## src/rtl/uart_rx.sv

```systemverilog
// Oversampled 8N1 UART receiver with a 2-flop input synchronizer and sticky framing error.
// Define UART_RX_PARITY_EN to receive 8E1 frames and report even-parity errors.
module uart_rx #(
   parameter int OVERSAMPLE = 16,
   parameter int DATA_BITS  = 8
) (
   input  logic                 rx_clk,
   input  logic                 rst,
   input  logic                 en,
   input  logic                 data_in,
   output logic [DATA_BITS-1:0] data_out,
   output logic                 start,
   output logic                 busy,
   output logic                 done,
   output logic                 frame_err,
   output logic                 parity_err
);

   localparam int CW = $clog2(OVERSAMPLE);
   localparam int BW = $clog2(DATA_BITS);
   localparam logic [CW-1:0] CNT_MID  = CW'(OVERSAMPLE/2 - 1);
   localparam logic [CW-1:0] CNT_END  = CW'(OVERSAMPLE - 1);
   localparam logic [BW-1:0] BIT_LAST = BW'(DATA_BITS - 1);

   localparam logic [2:0] IDLE      = 3'd0;
   localparam logic [2:0] START     = 3'd1;
   localparam logic [2:0] DATA      = 3'd2;
   localparam logic [2:0] PARITY    = 3'd3;
   localparam logic [2:0] STOP      = 3'd4;
   localparam logic [2:0] WAIT_HIGH = 3'd5;

   logic [1:0]           sync;
   logic                 rxs;
   logic [2:0]           state;
   logic [CW-1:0]        cnt;
   logic [BW-1:0]        bitn;
   logic [DATA_BITS-1:0] shift_reg;
   logic                 par_err_q;

   // Synchronizer resets to the idle-high line level so reset release never looks like a start bit.
   always_ff @(posedge rx_clk or negedge rst) begin
      if (!rst) sync <= 2'b11;
      else      sync <= {sync[0], data_in};
   end
   assign rxs = sync[1];

   always_ff @(posedge rx_clk or negedge rst) begin
      if (!rst) begin
         state     <= IDLE;
         cnt       <= '0;
         bitn      <= '0;
         shift_reg <= '0;
         data_out  <= '0;
         start     <= 1'b0;
         busy      <= 1'b0;
         done      <= 1'b0;
         frame_err <= 1'b0;
         par_err_q <= 1'b0;
      end else begin
         start <= 1'b0;
         done  <= 1'b0;
         if (!en) begin
            state <= IDLE;
            cnt   <= '0;
            bitn  <= '0;
            busy  <= 1'b0;
         end else begin
            case (state)
               IDLE: begin
                  if (!rxs) begin
                     state     <= START;
                     cnt       <= '0;
                     frame_err <= 1'b0;
                     par_err_q <= 1'b0;
                  end
               end
               START: begin
                  if (cnt == CNT_MID) begin
                     if (rxs) begin
                        state <= IDLE;
                     end else begin
                        start <= 1'b1;
                        busy  <= 1'b1;
                        state <= DATA;
                        cnt   <= '0;
                        bitn  <= '0;
                     end
                  end else begin
                     cnt <= cnt + 1'b1;
                  end
               end
               DATA: begin
                  if (cnt == CNT_END) begin
                     shift_reg <= {rxs, shift_reg[DATA_BITS-1:1]};
                     cnt       <= '0;
                     bitn      <= bitn + 1'b1;
`ifdef UART_RX_PARITY_EN
                     if (bitn == BIT_LAST) state <= PARITY;
`else
                     if (bitn == BIT_LAST) state <= STOP;
`endif
                  end else begin
                     cnt <= cnt + 1'b1;
                  end
               end
`ifdef UART_RX_PARITY_EN
               PARITY: begin
                  if (cnt == CNT_END) begin
                     if (rxs != ^shift_reg) par_err_q <= 1'b1;
                     cnt   <= '0;
                     state <= STOP;
                  end else begin
                     cnt <= cnt + 1'b1;
                  end
               end
`endif
               STOP: begin
                  if (cnt == CNT_END) begin
                     cnt  <= '0;
                     busy <= 1'b0;
                     if (rxs) begin
                        data_out <= shift_reg;
                        done     <= 1'b1;
                        state    <= IDLE;
                     end else begin
                        frame_err <= 1'b1;
                        state     <= WAIT_HIGH;
                     end
                  end else begin
                     cnt <= cnt + 1'b1;
                  end
               end
               // A held-low line (break) must return high before a new frame can start.
               WAIT_HIGH: begin
                  if (rxs) state <= IDLE;
               end
               default: state <= IDLE;
            endcase
         end
      end
   end

`ifdef UART_RX_PARITY_EN
   assign parity_err = par_err_q;
`else
   assign parity_err = 1'b0;
`endif

endmodule

```

## config.mk

```make
export PLATFORM = sky130hd
export DESIGN_NAME = uart_rx
export DESIGN_NICKNAME = d
export VERILOG_FILES = /design/src/rtl/uart_rx.sv
export SDC_FILE = /design/constraint.sdc
export NUM_CORES = 1
export LEC_CHECK = 0
export BUFFER_PORTS_ARGS = -buffer_cell sky130_fd_sc_hd__buf_2
export CELL_PAD_IN_SITES_DETAIL_PLACEMENT = 0
export CELL_PAD_IN_SITES_GLOBAL_PLACEMENT = 1
export CORE_AREA = 2 2 65 67
export CTS_CLUSTER_SIZE = 30
export DETAILED_ROUTE_END_ITERATION = 7
export DIE_AREA = 0 0 67 69
export PLACE_DENSITY = 0.71
export SYNTH_ARGS = -nofsm -noshare
export SYNTH_HDL_FRONTEND = slang
export SYNTH_SLANG_ARGS = --single-unit
export TNS_END_PERCENT = 30
```

## constraint.sdc

```tcl
create_clock -name rx_clk -period 1.8 [get_ports rx_clk]
set_input_delay 0.27 -clock rx_clk [delete_from_list [all_inputs] [get_ports rx_clk]]
set_output_delay 0.27 -clock rx_clk [all_outputs]
set_load 0.1 [all_outputs]
```

==> metrics.cfg <==
[finish]
drive_gt1_frac=0.359
area_delta_synth_final_pct=17.2
multiInputGateArea_um2=682
seqCellArea_um2=806
nFillCells=404
nNetsFinal=160
design_area_um2=1790
diodes=0

[sta]
setup-tns-final_ps=0
finalCritPeriodShare=0.948
maxSlewHeadroom=0.525
hold_violations=0
drv_slew=0
finalClockSkew_ps=7.51
tightest_slew_ps=713
max_freq_mhz=586
setup-violations-final=0
rsz0062_at_grt=false
min_period_ps=1710
timing.final.ws_setup_ps=92.8

[placed_design]
post-dp-hpwl_um=2150
gp_congestion=0.805
dpl-instance-area_um2=1710
dp_worst_setup_slack_ps=66.9
io_buffers=15

[power_and_ir_drop]
pwr-share-seq=0.559
swShare=0.232
ir_worst_vdd_uv=389
p_int_w=0.00101
powerDensity_nw_per_um2=733
power_frac_clock=0.384
p_leak_nw=0.839
pwr-share-comb=0.057
p_switching_w=0.000304

[die]
num_rows=23
dieArea_um2=4620
ios=17
die_w_um=67
core-area_um2=3910
start_util=0.390
dieHeight_um=69

[global_routing]
grt_overflow=0
grt_usage=0.141
grt_max_degree=33
grt_pass1_vias=1051
antenna_found_initial=0
grt_pass1_wl_um=4880

[yosys]
synth_edf_count=0
syn_area_per_cell_um2=11.7
async_flop_share=1.00
syn_nets=138
yosys_register_bits=32
syn_inst=131
synth_area_um2=1530
yosysUniqueCellTypes=37
synthFlopType=dfrtp_1
ys_seq_area_frac=0.526
ys_warn_count=0

[setup_path]
reg2reg_from=cnt[1]
worstPathMaxFanout=9
rr_worst_depth=6
cp.required_ps=1960
endpoint_kind=flip-flop
r2r-end=data_out[4]
critPathArrivalTime_ps=1870
critPathLaunchType=flip-flop
path_class=reg2reg
regToRegSetupSlack_ps=90

[clocking]
cts_tree=built
clkTransAtPathRegs_ps=70
cts_num_sinks=32
cts_buffer_depth=2
cts_made_buffers=5
htreeDepth=2
cts_root_buf=clkbuf_8
clkLatencyLatePin_ps=280

[route]
first_pass_iters=4
ant_nets=0
vias=1103
drc=0
wl_met2_um=1500
post_drt_wl_per_cell_um=14.8
via_per_inst=5.43
drt_iter0_drc=39
top_layer=met4
drt_wl_total_um=3010
wl_met3_um=155
drt-met1-wl_um=1300

[run_status]
status=finished clean

[flow_run]
max-cap-violations=0

[min_path]
hold_path_class=in2async

==> metrics by stage <==
| step | utilization | instances | hold WS (ps) | total power (W) |
|---|---|---|---|---|
| after floorplan | - | 131 | -25.6 | 0.000792 |
| after global placement | 0.437 | 196 | 347 | 0.000819 |
| after detailed placement | 0.437 | 196 | 349 | 0.000822 |
| after CTS | 0.457 | 203 | 60.9 | 0.00133 |
| after global routing | 0.457 | 203 | 74.9 | 0.00137 |
| final | 0.457 | 203 | 36.9 | 0.00131 |
==> cell type report <==
| type | instances | share of cell area |
|---|---|---|
| Timing Repair Buffer | 23 | 0.0825 |
| Clock buffer | 6 | 0.0405 |
| Clock inverter | 1 | 0.00280 |
| Multi-Input combinational cell | 87 | 0.381 |
| Tap cell | 50 | 0.0349 |
| Inverter | 4 | 0.00839 |
| Sequential cell | 32 | 0.450 |
==> how the worst max path moves through the flow <==
stage,from,end,cells past startpoint
5_1_grt,cnt[0],data_out[0],6
2_1_floorplan,cnt[1],data_out[0],6
3_5_place_dp,cnt[1],data_out[6],6
6_report,cnt[1],data_out[4],6
3_3_place_gp,cnt[1],data_out[7],6
4_1_cts,cnt[1],data_out[4],6
==> cells in the final DEF, fill, tap and decap left out, types with 5 or more instances in the layout <==
cell type / netlist / routed
nand3_1: 5 / 5
nor2_1: 5 / 5
dfrtp_1: 30 / 28
mux2_2: 8 / 8
clkbuf_8: 0 / 5
a21oi_1: 9 / 9
buf_4: 4 / 7
buf_2: 0 / 15
mux2_4: 8 / 8
nand2_1: 11 / 11
==> cell families (layout without fill, tap and decap cells) <==
family                   count (synthesis)  count (layout)  share of synthesized area
AND/OR/NAND/NOR                         37              37                      0.140
XOR/XNOR                                 1               1                    0.00573
multiplexers                            16              16                      0.138
AO/OA/AOI/OAI                           29              29                      0.124
other                                    1               1                    0.00245
adder cells (fa/ha/maj)                  3               3                     0.0246
flip-flops                              32              32                      0.526
buffers and inverters                   12              34                     0.0393
==> synth_stat cells, types with 3 or more instances <==
cell	number	area, µm²
a21oi_1	9	45.0
nand3_1	5	25.0
clkbuf_1	4	15.0
o21ai_0	4	20.0
mux2_4	8	120
buf_4	4	30.0
ha_1	3	37.5
dfrtp_1	30	751
a211oi_1	3	22.5
nor2_1	5	18.8
nand4_1	4	25.0
mux2_2	8	90.1
nand2_1	11	41.3
==> routing by layer <==
layer,global-route usage,vias to the layer above
met2,0.224,33
met4,0.0703,0
met5,0,-
met3,0.0408,7
li1,-,520
met1,0.170,543
==> what timing repair did <==
action | in CTS | in global routing
hold buffers | 0 | 0
buffers inserted | 0 | 0
resized for setup | 0 | 2
endpoints found under the setup margin | 0 | 8
==> worst max-delay path: stages (launching register included) <==
cell,delay (ps)
dfrtp_2,410
ha_4,170
and3_4,220
nand4_4,100
nor3_4,220
buf_12,160
mux2_4,300
==> power by group through the flow <==
stage / clock network [W] / logic (W) / registers [W]
after floorplan: 0 / 0.0000481 / 0.000744
after global placement: 0 / 0.0000725 / 0.000747
after detailed placement: 0 / 0.0000749 / 0.000747
after CTS: 0.000524 / 0.0000753 / 0.000734
after global routing: 0.000554 / 0.0000831 / 0.000735
final: 0.000504 / 0.0000747 / 0.000735
Power figures use the tool's default switching activity.
